## config.mk

```make
export PLATFORM = sky130hd
export DESIGN_NAME = carregador_memoria
export DESIGN_NICKNAME = d
export VERILOG_FILES = /design/src/rtl/carregador_memoria.sv
export SDC_FILE = /design/constraint.sdc
export NUM_CORES = 1
export LEC_CHECK = 0
export ABC_AREA = 1
export BUFFER_PORTS_ARGS = -buffer_cell sky130_fd_sc_hd__buf_2
export CAP_MARGIN = 30
export CORE_UTILIZATION = 40
export CTS_CLUSTER_SIZE = 8
export DETAILED_ROUTE_END_ITERATION = 7
export PLACE_DENSITY_LB_ADDON = 0.08
export SKIP_LAST_GASP = 1
export SYNTH_ARGS = -nofsm -noshare
export SYNTH_HDL_FRONTEND = slang
export SYNTH_SLANG_ARGS = --single-unit
```

## constraint.sdc

```tcl
create_clock -name clk -period 1.05 [get_ports clk]
set_clock_uncertainty 0.2 [all_clocks]
set_input_delay 0.105 -clock clk [delete_from_list [all_inputs] [get_ports clk]]
set_output_delay 0.105 -clock clk [all_outputs]
set_load 0.05 [all_outputs]
```

## src/rtl/carregador_memoria.sv

```systemverilog
// carregador_memoria: loads N_POS words into a 16x2 memory, from a constant or a valid-qualified
// stream. Define CARREGADOR_VERIFICA_EN to compile in the readback pass that sets the sticky erro.
module carregador_memoria #(
   parameter logic [1:0]  FILL_DEFAULT = 2'b10,
   parameter int unsigned N_POS        = 16
) (
   input  logic       clk,
   input  logic       rst_n,
   input  logic       iniciar,
   input  logic       modo,
   input  logic       usa_default,
   input  logic [1:0] dado_fill,
   input  logic [1:0] dado_in,
   input  logic       valido_in,
   output logic       pronto_in,
   output logic       mem_we,
   output logic [3:0] mem_addr,
   output logic [1:0] mem_data,
   input  logic [1:0] mem_q,
   output logic       ocupado,
   output logic       fim,
   output logic       erro
);

   typedef enum logic [1:0] {StIdle, StEscreve, StVerifica, StFim} estado_e;

   localparam logic [3:0] UltimoEnd = 4'(N_POS - 1);

   estado_e          estado_q;
   logic             modo_q;
   logic [1:0]       fill_q;
   logic [3:0]       addr_q;
   logic [15:0][1:0] shadow_q;

`ifdef CARREGADOR_VERIFICA_EN
   logic       erro_q;
   logic       pend_q;      // a read issued last cycle is due for comparison now
   logic [3:0] chk_addr_q;
   logic       apres_fim_q; // every address has been presented
`endif

   // Stream handshake and write strobe follow valido_in within the cycle.
   always_comb begin
      pronto_in = (estado_q == StEscreve) && modo_q;
      mem_we    = (estado_q == StEscreve) && (!modo_q || valido_in);
      mem_data  = pronto_in ? dado_in : fill_q;
      ocupado   = (estado_q != StIdle);
      fim       = (estado_q == StFim);
   end

   assign mem_addr = addr_q;

   always_ff @(posedge clk or negedge rst_n) begin
      if (!rst_n) begin
         estado_q    <= StIdle;
         modo_q      <= 1'b0;
         fill_q      <= 2'b00;
         addr_q      <= 4'd0;
         shadow_q    <= '0;
`ifdef CARREGADOR_VERIFICA_EN
         erro_q      <= 1'b0;
         pend_q      <= 1'b0;
         chk_addr_q  <= 4'd0;
         apres_fim_q <= 1'b0;
`endif
      end else begin
         case (estado_q)
            StIdle: begin
               if (iniciar) begin
                  modo_q   <= modo;
                  fill_q   <= (!modo && usa_default) ? FILL_DEFAULT : dado_fill;
                  addr_q   <= 4'd0;
                  estado_q <= StEscreve;
`ifdef CARREGADOR_VERIFICA_EN
                  erro_q   <= 1'b0;
`endif
               end
            end
            StEscreve: begin
               if (mem_we) begin
                  shadow_q[addr_q] <= mem_data;
                  if (addr_q == UltimoEnd) begin
                     addr_q <= 4'd0;
`ifdef CARREGADOR_VERIFICA_EN
                     pend_q      <= 1'b0;
                     apres_fim_q <= 1'b0;
                     estado_q    <= StVerifica;
`else
                     estado_q    <= StFim;
`endif
                  end else begin
                     addr_q <= addr_q + 4'd1;
                  end
               end
            end
            StVerifica: begin
`ifdef CARREGADOR_VERIFICA_EN
               if (pend_q && (mem_q != shadow_q[chk_addr_q])) begin
                  erro_q <= 1'b1;
               end
               if (apres_fim_q) begin
                  addr_q   <= 4'd0;
                  estado_q <= StFim;
               end else begin
                  pend_q     <= 1'b1;
                  chk_addr_q <= addr_q;
                  if (addr_q == UltimoEnd) begin
                     apres_fim_q <= 1'b1;
                  end else begin
                     addr_q <= addr_q + 4'd1;
                  end
               end
`else
               estado_q <= StIdle;
`endif
            end
            StFim: begin
               estado_q <= StIdle;
            end
            default: begin
               estado_q <= StIdle;
            end
         endcase
      end
   end

`ifdef CARREGADOR_VERIFICA_EN
   assign erro = erro_q;
`else
   // Without readback the shadow copy and mem_q have no consumer.
   logic unused_sinais;
   assign unused_sinais = ^{mem_q, shadow_q};
   assign erro          = 1'b0;
`endif

endmodule

```

* Yosys cells after proc, flatten, opt, wreduce, memory -nomap -nowiden
Index checks and enable logic that the tools add are counted.
Storage, ports and cells: input port bits 12, logic and storage cells 35, register bits after elaboration 9
Operators by class: reduce and logical (&&, ||, !) cells 13, mux-type cells 10, add/subtract/negate cells 1, equality and inequality tests 7
Operators by type and width (count):
- 2-to-1 mux 4 bit | 3
- 2-to-1 mux 2 bit | 5
- case mux 4 bit (2 select lines) | 1
- case mux 2 bit (3 select lines) | 1
- AND reduction 3 bit | 2
- adder 4 x 1 -> 4 bit, second input constant | 1
- equality test 2 bit, second input constant | 2
- equality test 4 bit, second input constant | 1
- != test 2 bit, second input constant | 2
- nonzero test 2 bit | 2
- logical AND 1 bit | 3
- equality test 2 x 1 -> 1 bit, second input constant | 1
- zero test 1 bit | 2
- zero test 2 bit | 1
- != test 2 x 1 -> 1 bit, second input constant | 1
- AND reduction 2 bit | 1
- OR reduction 2 bit | 1
- logical OR 1 bit | 1

* Longest topological paths before layout
Gate-level depths: netlist (run 1).
depth after elaboration 5, mapped depth 6

* Least setup slack after synthesis (run 1)
Ideal clock, no wire load.
path kind register -> output, from reg estado_q[0], to out mem_data[0], path slack -0.599 ns, path buffers 0, arrival time 1.344 ns, stages on the path, launching flop included 6, path through dfrtp_1 > inv_2 > nor2_4 > nand2_1 > clkinv_2 > o21ai_2
Between the ends: cells in the longest elaborated chain, start to end 3
Ends and longest elaborated chain:
- start: declaration | line 29 | estado_e estado_q;
- start signal: assignment | line 55 | estado_q <= StIdle;
- start signal: assignment | line 73 | estado_q <= StEscreve;
- start signal: assignment | line 89 | estado_q <= StFim;
- equality test 2 x 1 -> 1 bit | line 44 | pronto_in = (estado_q == StEscreve) && modo_q;
- logical AND 1 bit | line 44
- named net pronto_in | line 15 | output logic pronto_in,
- 2-to-1 mux 2 bit | line 46 | mem_data = pronto_in ? dado_in : fill_q;
- end: declaration | line 18 | output logic [1:0] mem_data,
The timed path passes the listed nets, and every way through them passes these cells.

* Final worst setup path (run 1)
from reg estado_q[0], to out mem_data[0]
Between the ends: cells in the longest elaborated chain, start to end 3
Ends and longest elaborated chain (line):
- equality test 2 x 1 -> 1 bit | 44
- logical AND 1 bit | 44
- 2-to-1 mux 2 bit | 46
No other way between the ends.

==> key figures, run 1 <==
Clocking
  • CTS sink count: 9
  • CTS tree: done
  • CTS buffer count: 3
  • Longest Clk Path Bufs: 2
  • H-tree depth: 1
  • Clock root cell: clkbuf_4
  • Clk_lat worst skew: 260 ps
  • Clock transition at the registers of the reported paths: 70 ps

STA
  • Tmin final: ~1500 ps
  • Fin. max-slew vios: 0
  • RSZ-0062 raised after global routing: yes
  • Final cycle utilization of the critical path: 1.45
  • Setup_tns: -5550 ps
  • Hold Vio Cnt, Final: 0
  • Final setup margin: -473 ps
  • Fmax: 0.657 GHz
  • Setup violators final: 19
  • Hold Worst Slack: about 33 ps

Global routing
  • Grt ovf: 0
  • Met1 global-route usage: 0.238
  • First-pass GRT wire length: 2300 um
  • GRT Total Usage: 0.228
  • Vias in the first global route: 584
  • Grt peak-use layer: met2
  • Met3 GRT Util: 0.0347
  • Initial antenna violation count: 0
  • Met2 usage in global routing: 0.433
  • Largest net degree at the start of global routing: 10

Cells and area
  • Layout cells sized above 1: 0.525
  • Register area: between 200 and 250 um2
  • Most frequent cells in the layout: nand2_1 (21), buf_4 (13), buf_2 (10)
  • Post-Layout Cell Count: 133
  • Area of the multi-input gates: 337 um2
  • Post-route cell area: 1040 um2
  • Fillers: 92
  • Area Growth Syn to Fin: 88.2%
  • Diode count: 0
  • Nets: 132
  • Commonest non-fill, non-tap cell in the layout: nand2_1

Critical path
  • Crit Path Max Fanout: 4
  • Worst-path cell chain: inv_2 > nor2_4 > nand2_4 > clkinv_4 > o21ai_4 > buf_6
  • FF-to-FF End: mem_addr[2]$_DFFE_PN0P_
  • Startpoint types: register
  • Crit-path slowest cell: dfrtp_1
  • Worst path required time: about 740 ps
  • Crit path largest cell delay: 400 ps
  • CP endpoint kind: output port
  • Worst Setup EP: mem_data[0]
  • R2r setup slk: -420 ps
  • CP Class: reg2out
  • CP Launch Point: estado_q[0]$_DFFE_PN0P_
  • Worst Reg-to-Reg Cells: 7
  • CP Data Arrival Time: 1220 ps
  • Worst r2r src: estado_q[1]$_DFFE_PN0P_

Place
  • Port buffer count: 19
  • Routability cong.: 0.771
  • Dpl cells: 115
  • HPWL Detailed: around 950 um
  • Placed inst area: 767 um2

Synthesis
  • Cell variety after synth: 18
  • Mapped Area: around 550 um2
  • Yosys Warn Count: 0
  • Synthesized flop and latch total: 9
  • Synth Instances: 74
  • Sequential area share after synthesis: 0.407
  • Syn Nets: 87
  • Syn avg cell area: 7.47 um2

Die
  • Chip width: just under 40 um
  • Starting density of the core: 0.425
  • Die ar.: about 1500 um2
  • Row count: 13
  • Total I/O pin count: 23
  • Core footprint: 1300 um2
  • Die Ht: approximately 39 um

Run
  • Maxcap violations: 0

Pwr
  • Power per cell area: 3080 nW/um2
  • VDD IR-drop max: approximately 1500 uV
  • Leak Pwr: 0.526 nW

Routing
  • DR DRC count: 0
  • Routed wire per std cell: 11.2 um
  • Post-Route WL: 1490 um
  • DR vias: 635
  • Via/cell ratio: 4.77
  • Antenna-violating nets left: 0
  • Initial drt markers: 16
  • Pre-antenna DRT Iters: 3

Hold path
  • Hold WC Path Type: in2async

Run status
  • Status: finished with violations
  • Failing checks: negative setup slack
## worst min path at each step
stage | from | endpoint | slack (ps) | depth (start not counted)
floorplan | rst_n | estado_q[0]$_DFFE_PN0P_ | -390 | 0
global placement | rst_n | estado_q[0]$_DFFE_PN0P_ | -230 | 1
detailed placement | rst_n | mem_addr[3]$_DFFE_PN0P_ | -230 | 1
CTS | rst_n | mem_addr[1]$_DFFE_PN0P_ | 30 | 2
global route | rst_n | estado_q[0]$_DFFE_PN0P_ | 60 | 2
finish | rst_n | mem_addr[1]$_DFFE_PN0P_ | 30 | 2
## through the flow
step / power [mW] / worst slack, ps / util
2_1_floorplan: 1.87 / -374 / -
3_3_place_gp: 2.28 / -290 / 0.589
3_5_place_dp: 2.33 / -323 / 0.589
4_1_cts: 3.15 / -481 / 0.788
5_1_grt: 3.41 / -528 / 0.800
6_report: 3.21 / -473 / 0.800
## worst max-delay path, delay by kind of cell, from the launching register on
| kind | cells | cell delay (ps) |
|---|---|---|
| AOI/OAI and AO/OA | 1 | 120 |
| buffers and inverters | 3 | 320 |
| DFF | 1 | 400 |
| and+or+nand+nor | 2 | 110 |
## synthesized netlist by cell type
cell type | n | area [um2]
buf_6 | 1 | 11.3
buf_4 | 1 | 7.51
nand3_1 | 10 | 50.1
a21oi_1 | 1 | 5.00
conb_1 | 1 | 3.75
nor2_4 | 1 | 11.3
o21ai_1 | 3 | 15.0
inv_2 | 2 | 7.51
dfrtp_1 | 9 | 225
nand2_1 | 26 | 97.6
nor3_1 | 1 | 5.00
nand3_4 | 1 | 17.5
clkinv_2 | 1 | 5.00
ha_1 | 1 | 12.5
inv_1 | 11 | 41.3
nand4_1 | 1 | 6.26
o21ai_2 | 1 | 8.76
nand2_4 | 2 | 22.5
## kinds of logic after synthesis
kind of cell | synth area share
buffers and inverters | 0.131
AOI/OAI and AO/OA | 0.0520
DFF | 0.407
adders and majority gates | 0.0226
and+or+nand+nor | 0.380
other | 0.00678
## report_power, final
group	switching [mW]	total (mW)	internal [mW]
sequential	0.142	0.645	0.503
clock	0.131	0.278	0.147
combinational	1.28	2.28	1.00
## registers in the layout (all words and copies together), names as in the netlist
signal / count
mem_addr: 4
estado_q: 2
fill_q: 2
modo_q: 1
## what timing repair did
action	CTS	global route
setup buffers	7	0
resized for setup	28	4
pin swaps	2	1
hold buffers	6	0
cloned	1	0
setup endpoints to repair	19	19
endpoints found under the hold margin	13	0
## cell type report
type | count | area share
clock buffer | 4 | 0.0252
inverter | 14 | 0.0673
multi-input combinational | 50 | 0.323
sequential | 9 | 0.221
tap | 15 | 0.0180
timing repair buffer | 41 | 0.345
## layer usage
layer  up-vias  share of wire
met5         -              0
met4         0          0.011
met3         2          0.025
met2        15           0.55
met1       298           0.41
li1        320              -
Power figures use the tool's default switching activity.
==> run 2: changes to the inputs <==
--- a/config.mk
+++ b/config.mk
@@ -12,6 +12,7 @@
 export CTS_CLUSTER_SIZE = 8
 export DETAILED_ROUTE_END_ITERATION = 7
 export PLACE_DENSITY_LB_ADDON = 0.08
+export SETUP_SLACK_MARGIN = 0.5
 export SKIP_LAST_GASP = 1
 export SYNTH_ARGS = -nofsm -noshare
 export SYNTH_HDL_FRONTEND = slang
==> run 2 against run 1 <==
  * The flow finishes with violations (negative hold slack, negative setup slack)
  * Critical path depth unchanged
  * Total power down 2.7%
  * Final cell count down 3.8%
  * Clock power up 3%
  * Worst hold slack worse by 550 ps
  * Largest power group unchanged
  * Sequential share of layout area up 0.97 points
==> key figures, run 2 (synthesized netlist as in run 1, its figures left out) <==
Die
  • Chip width: ~39 um
  • Die Ht: between 30 and 40 um
  • Row count: 13
  • Core footprint: 1300 um2
  • Die ar.: 1540 um2
  • Starting density of the core: 0.425
  • Total I/O pin count: 23

Run status
  • Status: finished with violations
  • Failing checks: negative hold slack, negative setup slack

Pwr
  • Flop pwr share: 0.215
  • VDD IR-drop max: ~1900 uV
  • Comb power frac: 0.694
  • Tot Pwr: 3.12 mW
  • Power per cell area: 3130 nW/um2
  • Switching share of power: 0.501
  • Leak Pwr: approximately 0.5 nW
  • Clock Power Share: 0.091
  • P_int: 1.56 mW
  • Switching power of the nets: 1.56 mW

Cells and area
  • Fillers: 112
  • Post-route cell area: 997 um2
  • Area of the multi-input gates: 344 um2
  • Register area: ~230 um2
  • Largest register FFs: 4
  • Nets: 127
  • Layout cells sized above 1: 0.584
  • Post-Layout Cell Count: between 100 and 150
  • Diode count: 0
  • Final core utilization: 0.766
  • Most frequent cells in the layout: nand2_1 (18), buf_4 (14), buf_2 (10)
  • Commonest non-fill, non-tap cell in the layout: nand2_1
  • Area Growth Syn to Fin: 80.3%

Global routing
  • Grt ovf: 0
  • Largest net degree at the start of global routing: 10
  • Initial antenna violation count: 0
  • GRT Total Usage: 0.214
  • First-pass GRT wire length: between 2000 and 2500 um
  • Vias in the first global route: ~520

STA
  • Setup_tns: -6180 ps
  • RSZ-0062 raised after global routing: yes
  • Fin. max-slew vios: 0
  • Tmin final: between 1500 and 2000 ps
  • Hold Vio Cnt, Final: 13
  • Setup violators final: 19
  • Hold Worst Slack: -518 ps
  • Final cycle utilization of the critical path: 1.48
  • Final setup margin: -504 ps
  • Fmax: 0.643 GHz

Routing
  • Pre-antenna DRT Iters: 3
  • Via/cell ratio: between 4 and 5
  • Post-Route WL: 1570 um
  • Routed wire per std cell: ~12 um
  • DR DRC count: 0
  • Initial drt markers: 7
  • Antenna-violating nets left: 0
  • DR vias: 601

Critical path
  • Crit Path Max Fanout: 4
  • FF-to-FF End: mem_addr[1]$_DFFE_PN0P_
  • Worst Reg-to-Reg Cells: 7
  • R2r setup slk: -420 ps
  • CP Data Arrival Time: about 1300 ps
  • CP endpoint kind: output port
  • Startpoint types: register
  • Worst path required time: between 700 and 800 ps
  • Worst r2r src: estado_q[1]$_DFFE_PN0P_
  • CP Class: reg2out

Clocking
  • CTS sink count: 9
  • Clock transition at the registers of the reported paths: 60 ps
  • CTS tree: done
  • Longest Clk Path Bufs: 2
  • Clock root cell: clkbuf_4
  • CTS buffer count: 3
  • H-tree depth: 1
  • Clk_lat worst skew: 270 ps

Place
  • HPWL Detailed: between 800 and 900 um
  • Routability cong.: 0.760
  • Pre-CTS WS: -307 ps
  • Dpl cells: 114
  • Port buffer count: 19
  • Placed inst area: 759 um2

Hold path
  • Hold WC Path Type: in2async

Run
  • Maxcap violations: 0
==> run 2: timing repair <==
action                                 CTS  global route
gates resized for setup                 26             9
endpoints found under the hold margin   13            13
setup endpoints to repair               19            19
buffers inserted                         7             2
cloned                                   1             0
pin swaps                                3             2
==> run 2: area by class of cell <==
type                            count  area share
Inverter                           14      0.0678
Tap cell                           15      0.0188
Sequential cell                     9       0.231
Clock buffer                        4      0.0263
Timing Repair Buffer               36       0.311
Multi-Input combinational cell     50       0.345
==> run 2: worst max path at each step <==
stage / start / endpoint / slack [ps] / cells past startpoint
finish: estado_q[0]$_DFFE_PN0P_ / mem_data[0] / -500 / 6
floorplan: estado_q[0]$_DFFE_PN0P_ / mem_data[0] / -370 / 5
detailed placement: estado_q[1]$_DFFE_PN0P_ / mem_data[0] / -310 / 6
global placement: estado_q[1]$_DFFE_PN0P_ / mem_data[0] / -290 / 6
global route: estado_q[0]$_DFFE_PN0P_ / mem_data[0] / -560 / 6
CTS: estado_q[0]$_DFFE_PN0P_ / mem_data[0] / -480 / 6
==> run 2: routing by layer <==
metal  track usage  vias to the layer above  share of wire
met3        0.0520                        4          0.024
met4        0.0776                        0          0.015
li1              -                      310              -
met1         0.223                      274           0.37
met5             0                        -              0
met2         0.404                       13           0.59
==> run 2: worst max-delay path, stage by stage (launching register included) <==
cell and delay [ps]:
dfrtp_1 390, inv_2 90, nor2_4 50, nand2_4 70, clkinv_4 80, o21ai_4 130, buf_6 170
==> run 2: power groups by stage <==
stage	Combinational, mW	Clock [mW]	Sequential, mW
floorplan	0.957	0	0.916
global placement	1.58	0	0.681
detailed placement	1.59	0	0.684
CTS	2.04	0.283	0.657
global route	2.31	0.305	0.691
finish	2.17	0.285	0.671
==> run 3: changes to the inputs <==
--- a/config.mk
+++ b/config.mk
@@ -7,8 +7,9 @@
 export LEC_CHECK = 0
 export ABC_AREA = 1
 export BUFFER_PORTS_ARGS = -buffer_cell sky130_fd_sc_hd__buf_2
-export CAP_MARGIN = 30
+export CAP_MARGIN = 20
 export CORE_UTILIZATION = 40
+export CTS_BUF_LIST = sky130_fd_sc_hd__clkbuf_4 sky130_fd_sc_hd__clkbuf_8
 export CTS_CLUSTER_SIZE = 8
 export DETAILED_ROUTE_END_ITERATION = 7
 export PLACE_DENSITY_LB_ADDON = 0.08
==> constraint.sdc (replaced) <==
create_clock -name clk -period 1.05 [get_ports clk]
set_clock_uncertainty 0.2 [all_clocks]
set_input_delay 0.105 -clock clk [delete_from_list [all_inputs] [get_ports clk]]
set_output_delay 0.105 -clock clk [all_outputs]
set_load 0.1 [all_outputs]
==> run 3 against run 2 <==
  * Total power up 53%
  * Combinational power rose by 72%
  * Sequential share of layout area shrank 3.7 points
  * The run still ends with negative hold slack, negative setup slack left
  * Sequential power rose by 7.5%
  * Die area unchanged
  * Design area is 24% higher
  * Clock power rose by 11%
  * Via count up 22%
  * Global-route usage is 6.2 points higher
  * Count of clock-buffer cells in the layout is the same
  * Critical path type unchanged
  * Sequential cell count unchanged
  * Register-to-register slack worse by 110 ps
==> key figures, run 3 (synthesized netlist as in run 1, its figures left out) <==
Clocking
  • CTS sink count: 9
  • Longest Clk Path Bufs: 2
  • H-tree depth: 1
  • CTS buffer count: 3
  • CTS tree: done
  • Clock transition at the registers of the reported paths: 70 ps
  • Clk_lat worst skew: 260 ps
  • Clock root cell: clkbuf_4

Pwr
  • P_int: 2.18 mW
  • Flop pwr share: 0.151
  • Clock Power Share: 0.066
  • VDD IR-drop max: 2180 uV
  • Comb power frac: 0.782
  • Power per cell area: 3850 nW/um2
  • Switching share of power: 0.543
  • Leak Pwr: slightly below 0.6 nW
  • Switching power of the nets: 2.59 mW

Critical path
  • R2r setup slk: -530 ps
  • Crit-path slowest cell: dfrtp_1
  • Most frequent CP cell: nand2_4
  • CP Data Arrival Time: 1390 ps
  • Worst r2r src: estado_q[0]$_DFFE_PN0P_
  • Startpoint types: register
  • Worst-path cell chain: nor2_4 > nand2_4 > clkinv_8 > nand2_4 > o21ai_4 > buf_12
  • CP Class: reg2out
  • Crit path largest cell delay: about 430 ps
  • CP endpoint kind: output port
  • FF-to-FF End: mem_addr[1]$_DFFE_PN0P_
  • Worst Reg-to-Reg Cells: 9
  • Crit Path Max Fanout: 4
  • Worst path required time: 740 ps

Routing
  • Pre-antenna DRT Iters: 4
  • Antenna-violating nets left: 0
  • DR vias: 735
  • Post-Route WL: 2600 um
  • Via/cell ratio: 5.57
  • Routed wire per std cell: between 15 and 20 um
  • DR DRC count: 0
  • Initial drt markers: 21

STA
  • Setup violators final: 19
  • Tmin final: 1690 ps
  • Fin. max-slew vios: 0
  • RSZ-0062 raised after global routing: yes
  • Fmax: 0.591 GHz
  • Hold Vio Cnt, Final: 13
  • Final cycle utilization of the critical path: 1.61
  • Hold Worst Slack: -513 ps
  • Final setup margin: -643 ps

Cells and area
  • Area Growth Syn to Fin: 124%
  • Largest register FFs: 4
  • Post-Layout Cell Count: 132
  • Post-route cell area: 1240 um2
  • Layout cells sized above 1: 0.675
  • Diode count: 0
  • Nets: 131
  • Most frequent cells in the layout: nand2_1 (16), buf_12 (12), buf_4 (11)
  • Commonest non-fill, non-tap cell in the layout: nand2_1

Die
  • Die Ht: 39.2 um
  • Core footprint: 1300 um2
  • Chip width: 39.2 um
  • Total I/O pin count: 23
  • Starting density of the core: 0.425
  • Row count: 13
  • Die ar.: 1540 um2

Place
  • HPWL Detailed: 1080 um
  • Dpl cells: between 100 and 150
  • Routability cong.: just over 0.7
  • Port buffer count: 19
  • Placed inst area: 956 um2

Run status
  • Failing checks: negative hold slack, negative setup slack
  • Status: finished with violations

Run
  • Maxcap violations: 0

Global routing
  • Initial antenna violation count: 0
  • Vias in the first global route: 621
  • Grt peak-use layer: met2
  • Met3 GRT Util: 0.0405
  • Met2 usage in global routing: 0.463
  • Met1 global-route usage: 0.326
  • First-pass GRT wire length: 2760 um
  • Grt ovf: 0
  • Largest net degree at the start of global routing: 10
  • GRT Total Usage: 0.276

Hold path
  • Hold WC Path Type: in2async
-- run 3: cell types whose count changed in the layout (fill, tap and decap cells not counted), sizes merged --
cell	previous run	this run
buf	36	40
-- run 3: worst max path at each step --
stage / startpoint / to / slack, ps
2_1_floorplan: estado_q[0]$_DFFE_PN0P_ / mem_data[0] / -610
3_3_place_gp: estado_q[1]$_DFFE_PN0P_ / mem_data[1] / -290
3_5_place_dp: estado_q[1]$_DFFE_PN0P_ / mem_data[0] / -330
4_1_cts: estado_q[0]$_DFFE_PN0P_ / mem_data[0] / -580
5_1_grt: estado_q[1]$_DFFE_PN0P_ / mem_data[0] / -670
6_report: estado_q[1]$_DFFE_PN0P_ / mem_data[0] / -640
-- run 3: what timing repair did --
item                                   in CTS  in global routing
setup buffers                               5                  6
endpoints found under the hold margin      13                 13
setup endpoints to repair                  19                 19
gates cloned                                1                  0
pin swaps                                   7                  5
resized for setup                          24                 10
-- run 3: power groups by stage --
stage          Combinational (mW)  Clock, mW  Sequential [mW]
2_1_floorplan                1.38          0             1.24
3_3_place_gp                 2.94          0            0.716
3_5_place_dp                 3.00          0            0.720
4_1_cts                      3.44      0.299            0.695
5_1_grt                      3.84      0.331            0.730
6_report                     3.73      0.316            0.721
-- run 3: metal layers --
| metal | wire length, um | share of wire | vias up |
|---|---|---|---|
| li1 | - | - | 316 |
| met1 | 909 | 0.35 | 356 |
| met2 | 1410 | 0.54 | 47 |
| met3 | 133 | 0.051 | 16 |
| met4 | 151 | 0.058 | 0 |
| met5 | 0 | 0 | - |
-- run 3: metrics by stage --
step	setup slack (ps)	utilization	setup TNS, ps	hold slack, ps	power, mW
final	-643	0.950	-8270	-513	4.76
after global routing	-675	0.950	-8790	-508	4.90
after CTS	-580	0.888	-6140	-505	4.43
after detailed placement	-328	0.735	-3330	-227	3.72
after global placement	-288	0.735	-2940	-230	3.66
after floorplan	-609	-	-3720	-391	2.62
-- run 3: critical path, delay by kind of cell (launching register included) --
kind                   cells  cell delay (ps)
flip-flops                 1              430
AND/OR/NAND/NOR            3              340
AO/OA/AOI/OAI              1               80
buffers and inverters      2              280
-- run 3: area by class of cell --
class / instances / area (um2)
tap: 15 / 18.8
timing repair buffer: 40 / 462
inverter: 14 / 80.1
fill: 39 / 65.1
multi-input combinational: 50 / 405
sequential: 9 / 240
clock buffer: 4 / 30.0
